[config.mk]
export PLATFORM = sky130hd
export DESIGN_NAME = usb_tx
export DESIGN_NICKNAME = d
export VERILOG_FILES = /design/src/rtl/usb_tx.sv
export SDC_FILE = /design/constraint.sdc
export NUM_CORES = 1
export LEC_CHECK = 0
export BUFFER_PORTS_ARGS = -buffer_cell sky130_fd_sc_hd__buf_2
export CAP_MARGIN = 15
export CORE_MARGIN = 5
export CORE_UTILIZATION = 30
export DETAILED_ROUTE_END_ITERATION = 8
export PLACE_DENSITY = 0.48
export SYNTH_ARGS = -nofsm -noshare
export SYNTH_HDL_FRONTEND = slang
export SYNTH_SLANG_ARGS = --single-unit
[constraint.sdc]
create_clock -name clk -period 7.1 [get_ports clk]
set_input_delay 0.71 -clock clk [delete_from_list [all_inputs] [get_ports clk]]
set_output_delay 0.71 -clock clk [all_outputs]
set_load 0.03 [all_outputs]
[src/rtl/usb_tx.sv]
// usb_tx: USB full-speed transmitter. Serialises SYNC, PID, payload and CRC16 with bit stuffing and NRZI, then drives EOP.
// Define USB_TX_BYTE_CNT_EN to add the tx_byte_count output (payload bytes popped in the current/last packet).
module usb_tx #(
    parameter int CLKS_PER_BIT = 8,
    parameter int MAX_BYTES    = 64
) (
    input  logic       clk,
    input  logic       n_rst,
    input  logic [2:0] tx_packet,
    input  logic [6:0] buffer_occupancy,
    input  logic [7:0] tx_packet_data,
    output logic       get_tx_packet_data,
    output logic       d_plus,
    output logic       d_minus,
    output logic       tx_transfer_active,
    output logic       tx_error,
`ifdef USB_TX_BYTE_CNT_EN
    output logic [6:0] tx_byte_count,
`endif
    output logic [2:0] fsm_state
);

    localparam int TW = (CLKS_PER_BIT > 1) ? $clog2(CLKS_PER_BIT) : 1;
    localparam logic [TW-1:0] TIMER_LAST = TW'(CLKS_PER_BIT - 1);
    localparam logic [7:0] MAX_B = 8'(MAX_BYTES);
    localparam logic [7:0] SYNC_BYTE = 8'h80;
    localparam logic [7:0] PID_DATA0 = 8'hC3;

    typedef enum logic [2:0] {
        S_IDLE    = 3'd0,
        S_SYNC    = 3'd1,
        S_PID     = 3'd2,
        S_DATA    = 3'd3,
        S_CRC     = 3'd4,
        S_EOP_SE0 = 3'd5,
        S_EOP_J   = 3'd6
    } state_t;

    state_t        state, state_n;
    logic [TW-1:0] timer, timer_n;
    logic [4:0]    bit_idx, bit_idx_n;
    logic [2:0]    ones_cnt, ones_n;
    logic [7:0]    sreg, sreg_n;
    logic [15:0]   crc, crc_n;
    logic [7:0]    pid, pid_n;
    logic [6:0]    byte_cnt, byte_cnt_n;
    logic          dp_n, dm_n, active_n, err_n;

    logic          bit_end;
    logic          tx_en, tx_bit, stuff, crc_en, to_eop, next_byte, field_bit;
    logic [4:0]    field_len;
    logic [15:0]   crc_inv;

    assign bit_end   = (timer == TIMER_LAST);
    assign field_len = (state == S_CRC) ? 5'd16 : 5'd8;
    assign crc_inv   = ~crc;
    assign fsm_state = state;
`ifdef USB_TX_BYTE_CNT_EN
    assign tx_byte_count = byte_cnt;
`endif

    always_ff @(posedge clk or negedge n_rst) begin
        if (!n_rst) begin
            state              <= S_IDLE;
            timer              <= '0;
            bit_idx            <= '0;
            ones_cnt           <= '0;
            sreg               <= '0;
            crc                <= 16'hFFFF;
            pid                <= '0;
            byte_cnt           <= '0;
            d_plus             <= 1'b1;
            d_minus            <= 1'b0;
            tx_transfer_active <= 1'b0;
            tx_error           <= 1'b0;
        end else begin
            state              <= state_n;
            timer              <= timer_n;
            bit_idx            <= bit_idx_n;
            ones_cnt           <= ones_n;
            sreg               <= sreg_n;
            crc                <= crc_n;
            pid                <= pid_n;
            byte_cnt           <= byte_cnt_n;
            d_plus             <= dp_n;
            d_minus            <= dm_n;
            tx_transfer_active <= active_n;
            tx_error           <= err_n;
        end
    end

    // Buffer handshake: get_tx_packet_data is high for exactly the cycle whose closing edge
    // latches tx_packet_data; the buffer must pop on that same edge. There is no back-pressure.
    always_comb begin
        state_n            = state;
        timer_n            = timer;
        bit_idx_n          = bit_idx;
        ones_n             = ones_cnt;
        sreg_n             = sreg;
        crc_n              = crc;
        pid_n              = pid;
        byte_cnt_n         = byte_cnt;
        dp_n               = d_plus;
        dm_n               = d_minus;
        active_n           = tx_transfer_active;
        err_n              = 1'b0;
        get_tx_packet_data = 1'b0;
        tx_en              = 1'b0;
        tx_bit             = 1'b0;
        stuff              = 1'b0;
        crc_en             = 1'b0;
        to_eop             = 1'b0;
        next_byte          = 1'b0;

        case (state)
            S_SYNC:  field_bit = SYNC_BYTE[bit_idx[2:0]];
            S_PID:   field_bit = pid[bit_idx[2:0]];
            S_DATA:  field_bit = sreg[bit_idx[2:0]];
            S_CRC:   field_bit = crc_inv[bit_idx[3:0]];
            default: field_bit = 1'b0;
        endcase

        if (state != S_IDLE) timer_n = bit_end ? '0 : timer + TW'(1);

        case (state)
            S_IDLE: begin
                if (tx_packet >= 3'd1 && tx_packet <= 3'd4) begin
                    state_n    = S_SYNC;
                    active_n   = 1'b1;
                    timer_n    = '0;
                    crc_n      = 16'hFFFF;
                    byte_cnt_n = '0;
                    case (tx_packet)
                        3'd1:    pid_n = PID_DATA0;
                        3'd2:    pid_n = 8'hD2;
                        3'd3:    pid_n = 8'h5A;
                        default: pid_n = 8'h1E;
                    endcase
                    tx_en     = 1'b1;
                    tx_bit    = SYNC_BYTE[0];
                    bit_idx_n = 5'd1;
                end else if (tx_packet >= 3'd5) begin
                    err_n = 1'b1;
                end
            end
            S_SYNC, S_PID, S_DATA, S_CRC: begin
                if (bit_end) begin
                    // A pending stuff bit always goes out before the next field bit or EOP.
                    if (ones_cnt == 3'd6) begin
                        tx_en  = 1'b1;
                        stuff  = 1'b1;
                        tx_bit = 1'b0;
                    end else if (bit_idx != field_len) begin
                        tx_en     = 1'b1;
                        tx_bit    = field_bit;
                        bit_idx_n = bit_idx + 5'd1;
                        crc_en    = (state == S_DATA);
                    end else begin
                        case (state)
                            S_SYNC: begin
                                state_n   = S_PID;
                                tx_en     = 1'b1;
                                tx_bit    = pid[0];
                                bit_idx_n = 5'd1;
                            end
                            S_PID: begin
                                if (pid == PID_DATA0) next_byte = 1'b1;
                                else                  to_eop    = 1'b1;
                            end
                            S_DATA:  next_byte = 1'b1;
                            default: to_eop    = 1'b1;
                        endcase
                    end
                end
            end
            S_EOP_SE0: begin
                if (bit_end) begin
                    if (bit_idx == 5'd1) begin
                        state_n   = S_EOP_J;
                        dp_n      = 1'b1;
                        dm_n      = 1'b0;
                        bit_idx_n = '0;
                    end else begin
                        bit_idx_n = 5'd1;
                    end
                end
            end
            S_EOP_J: begin
                if (bit_end) begin
                    state_n  = S_IDLE;
                    active_n = 1'b0;
                end
            end
            default: state_n = S_IDLE;
        endcase

        if (next_byte) begin
            if (buffer_occupancy != 7'd0 && {1'b0, byte_cnt} < MAX_B) begin
                get_tx_packet_data = 1'b1;
                sreg_n             = tx_packet_data;
                byte_cnt_n         = byte_cnt + 7'd1;
                state_n            = S_DATA;
                tx_en              = 1'b1;
                tx_bit             = tx_packet_data[0];
                crc_en             = 1'b1;
                bit_idx_n          = 5'd1;
            end else begin
                state_n   = S_CRC;
                tx_en     = 1'b1;
                tx_bit    = ~crc[0];
                bit_idx_n = 5'd1;
            end
        end

        if (to_eop) begin
            state_n   = S_EOP_SE0;
            dp_n      = 1'b0;
            dm_n      = 1'b0;
            bit_idx_n = '0;
        end

        // Reflected CRC16 (0x8005 reversed); updated only on payload bits.
        if (crc_en) crc_n = {1'b0, crc[15:1]} ^ ((crc[0] ^ tx_bit) ? 16'hA001 : 16'h0000);

        // NRZI: a 0 toggles the line, a 1 holds it.
        if (tx_en) begin
            dp_n   = tx_bit ? d_plus : ~d_plus;
            dm_n   = ~dp_n;
            ones_n = stuff ? 3'd0 : (tx_bit ? ones_cnt + 3'd1 : 3'd0);
        end
    end

endmodule

==> run_results.csv <==
group,metric,value,unit
sta,rsz0062_at_grt,"false",
yosys,synth_flop_cell,"dfrtp_1",
clocking,clock_path_buffers,2,
drt,wire_per_inst,15.83,um
clocking,cts_setup_buffers,0,
clocking,cts_tree,"built",
setup_path,rrSetupSlack,3.67,ns
clocking,cts_buffers,5,
setup_path,required,6.39,ns
global_routing,grt_pass1_vias,2529,
drt,drt-initial-drc-count,108,
die,initial_core_util,30.49,%
sta,slew_headroom,39.60,%
setup_path,critPathMaxFanout,18,
drt,wirelength,7646,um
die,dieArea,13160,um^2
setup_path,crit_arrival,3.06,ns
pwr,swShare,42.31,%
setup_path,worstSetupEndpoint,"get_tx_packet_data",
final_layout,final_cell_mix,"39 x dfrtp_1, 31 x nand2_1, 27 x buf_2, 22 x nor2_1, 20 x a21oi_1",
yosys,yosys_warnings,0,
yosys,synth-simple-area-share,18.10,%
sta,fin_setup_tns,0,ns
clocking,clockRootBuffer,"clkbuf_8",
clocking,path_clk_slew,0.11,ns
yosys,synth_cell_type_count,62,
sta,fin_ws,3.327,ns
clocking,post_cts_resized,0,
yosys,ys_seq_area_share,43.23,%
global_routing,grt_usage,11.96,%
pwr,p_leak,1.505,nW
drt,vias_per_cell,5.240,
die,chipHeight,114.7,um
pwr,p_comb_share,38.5,%
setup_path,path_class,"flop to output pin",
placement,pre_cts_ws,3.409,ns
final_layout,drive_above_1_share,23.03,%
pwr,intPower,0.0006581,W
clocking,holdBufCountCts,0,
die,io_pins,28,
flow_run,cap_violations,0,
setup_path,critPathLaunch,"bit_idx[0]",
final_layout,final_common_cell,"dfrtp_1",
setup_path,r2r-start,"bit_idx[0]",
pwr,pwr-share-seq,45.5,%
die,die_w,114.7,um
clocking,cts.sinks,56,
sta,worst_pin_slew,0.9006,ns
yosys,synth.avg_cell_area,10.16,um^2
yosys,synth_fa_ha_area_share,3.726,%
drt,vias,2531,
yosys,synthMuxAreaShare,10.38,%
run_status,status,"completed",
global_routing,grt_first_pass_wirelength,12770,um
sta,hold_viol_final,0,
global_routing,grt_max_degree,57,
sta,period_share,53.14,%
yosys,synth_compound_area_share,19.13,%
pwr,power,0.001141,W
final_layout,syn2layout_area_growth,10.00,%
final_layout,nFillCells,1102,
min_path,hold_class,"flop to flop",
final_layout,fin_nets,371,
yosys,synth_top_family_by_area,"compound AO/OA/AOI/OAI gates",
global_routing,antenna_found_initial,0,
sta,slew_viol_final,0,
sta,fin_skew,0.01422,ns
yosys,ys_ff_latch,56,
sta,max_freq,0.2651,GHz
placement,hpwl,5326,um
final_layout,antenna_cells,0,
drt,firstDrtPassIters,4,
clocking,insertion_delay,0.32,ns
yosys,netlist_instances,324,
drt,route.detailed.drc,0,
pwr,power_density,315.1,nW/um^2
pwr,switchingPower,0.0004826,W
clocking,htree_levels,2,
setup_path,critPathCaptureType,"output pin",
sta,final-setup-viol-count,0,
final_layout,final_util,33.54,%
pwr,pwr-share-clk,16.0,%
placement,numPortBuffers,27,
yosys,syn_area,3291,um^2
setup_path,worstSetupStartpointType,"flop",
yosys,async_flop_share,100.0,%
die,rows,38,
yosys,synth_xor_area_share,2.015,%
setup_path,r2r-end,"crc[0]",
global_routing,grt_overflow,0,
pwr,peakVddDrop,139.9,uV
yosys,syn-num-nets,353,
yosys,synth-edff-count,0,
setup_path,reg2reg_depth,10,
placement,gp_congestion,0.8778,
sta,fin_crit,3.773,ns
die,coreArea,10790,um^2
drt,ant_nets,0,
-- worst min-delay path by stage --
stage                     cells after the start          startpoint            endpoint
after global placement                        2  tx_transfer_active  tx_transfer_active
after floorplan                               0               n_rst          bit_idx[0]
final                                         1         ones_cnt[2]         ones_cnt[2]
after detailed placement                      1            timer[0]            timer[0]
after global routing                          1            timer[0]            timer[0]
after CTS                                     1            timer[0]            timer[0]
-- state kept, by name, indices dropped and copies added (netlist names) --
| signal | cells |
|---|---|
| timer | 3 |
| d_plus | 1 |
| byte_cnt | 7 |
| tx_error | 1 |
| d_minus | 1 |
| pid | 7 |
| sreg | 8 |
| tx_transfer_active | 1 |
| crc | 16 |
| bit_idx | 5 |
| fsm_state | 3 |
| ones_cnt | 3 |
-- kinds of logic after synthesis --
kind of cell	Yosys count
buffers and inverters	26
adder cells (fa/ha/maj)	10
flip-flops	56
AND/OR/NAND/NOR	110
multiplexers	25
XOR/XNOR	6
AO/OA/AOI/OAI	91
-- worst max-delay path, stage by stage, from the launching register on --
cell and delay [ns]:
dfrtp_1 0.67, inv_1 0.17, ha_1 0.17, nor4bb_1 0.43
mux2_2 0.31, and4_1 0.66, buf_2 0.32
-- through the flow --
step | hold WS [ns] | instances | instance area [um^2]
after floorplan | 0.4144 | 324 | 3291
after global placement | 0.4609 | 474 | 3526
after detailed placement | 0.4676 | 474 | 3526
after CTS | 0.4852 | 482 | 3612
after global routing | 0.5214 | 483 | 3620
final | 0.4845 | 483 | 3620
-- synth_stat cells (2+ instances only) --
master    number  area (um^2)
xnor2_1        3        26.28
nor4b_1        3        26.28
o22a_1        13        113.9
nor2b_1        4        25.02
mux2i_1        8        80.08
or2_2          2        12.51
a211o_1        4        35.03
a21o_1         2        15.01
nand3_1       13        65.06
xor2_1         2        17.52
o31ai_1        3        22.52
clkbuf_1       5        18.77
buf_2          9        45.04
o22ai_1        2        12.51
mux4_2         6        135.1
and2_1         5        31.28
o21ai_1        6        30.03
dfrtp_1       39        975.9
inv_1          8        30.03
buf_1          3        11.26
mux2_2        10        112.6
nand2b_1       5        31.28
ha_1           9        112.6
nor3_1         5        25.02
a22o_1         3        26.28
or3_1          3        18.77
nand2_1       31        116.4
nor2_1        22        82.58
a221oi_1       2        17.52
nand4_1        3        18.77
o21ai_0       18        90.09
and3_1         4        25.02
a211oi_1       5        37.54
dfstp_2       17        446.7
a21oi_1       20        100.1
-- power groups by stage --
stage,clock (W),combinational (W),sequential [W]
floorplan,0,0.000383,0.000467
global placement,0,0.000434,0.000524
detailed placement,0,0.000437,0.000525
CTS,0.000191,0.000438,0.000521
global route,0.000202,0.000486,0.000536
finish,0.000182,0.000439,0.000519
-- layer usage --
metal  vias up  GRT usage [%]  part of all wire (%)
li1       1234              -                     -
met1      1238          16.49                    50
met2        47          19.09                    45
met3        12          2.421                   3.7
met4         0          3.521                   1.5
met5         -              0                     0
-- cell type report --
| class | instances | area [um^2] | area share (%) |
|---|---|---|---|
| multi-input combinational | 242 | 1755 | 48.50 |
| sequential | 56 | 1423 | 39.30 |
| tap | 140 | 175.2 | 4.839 |
| timing repair buffer | 29 | 150.1 | 4.148 |
| clock buffer | 6 | 72.57 | 2.005 |
| inverter | 8 | 30.03 | 0.8296 |
| clock inverter | 2 | 13.76 | 0.3802 |
No activity file was read; power rests on OpenSTA's default activity.
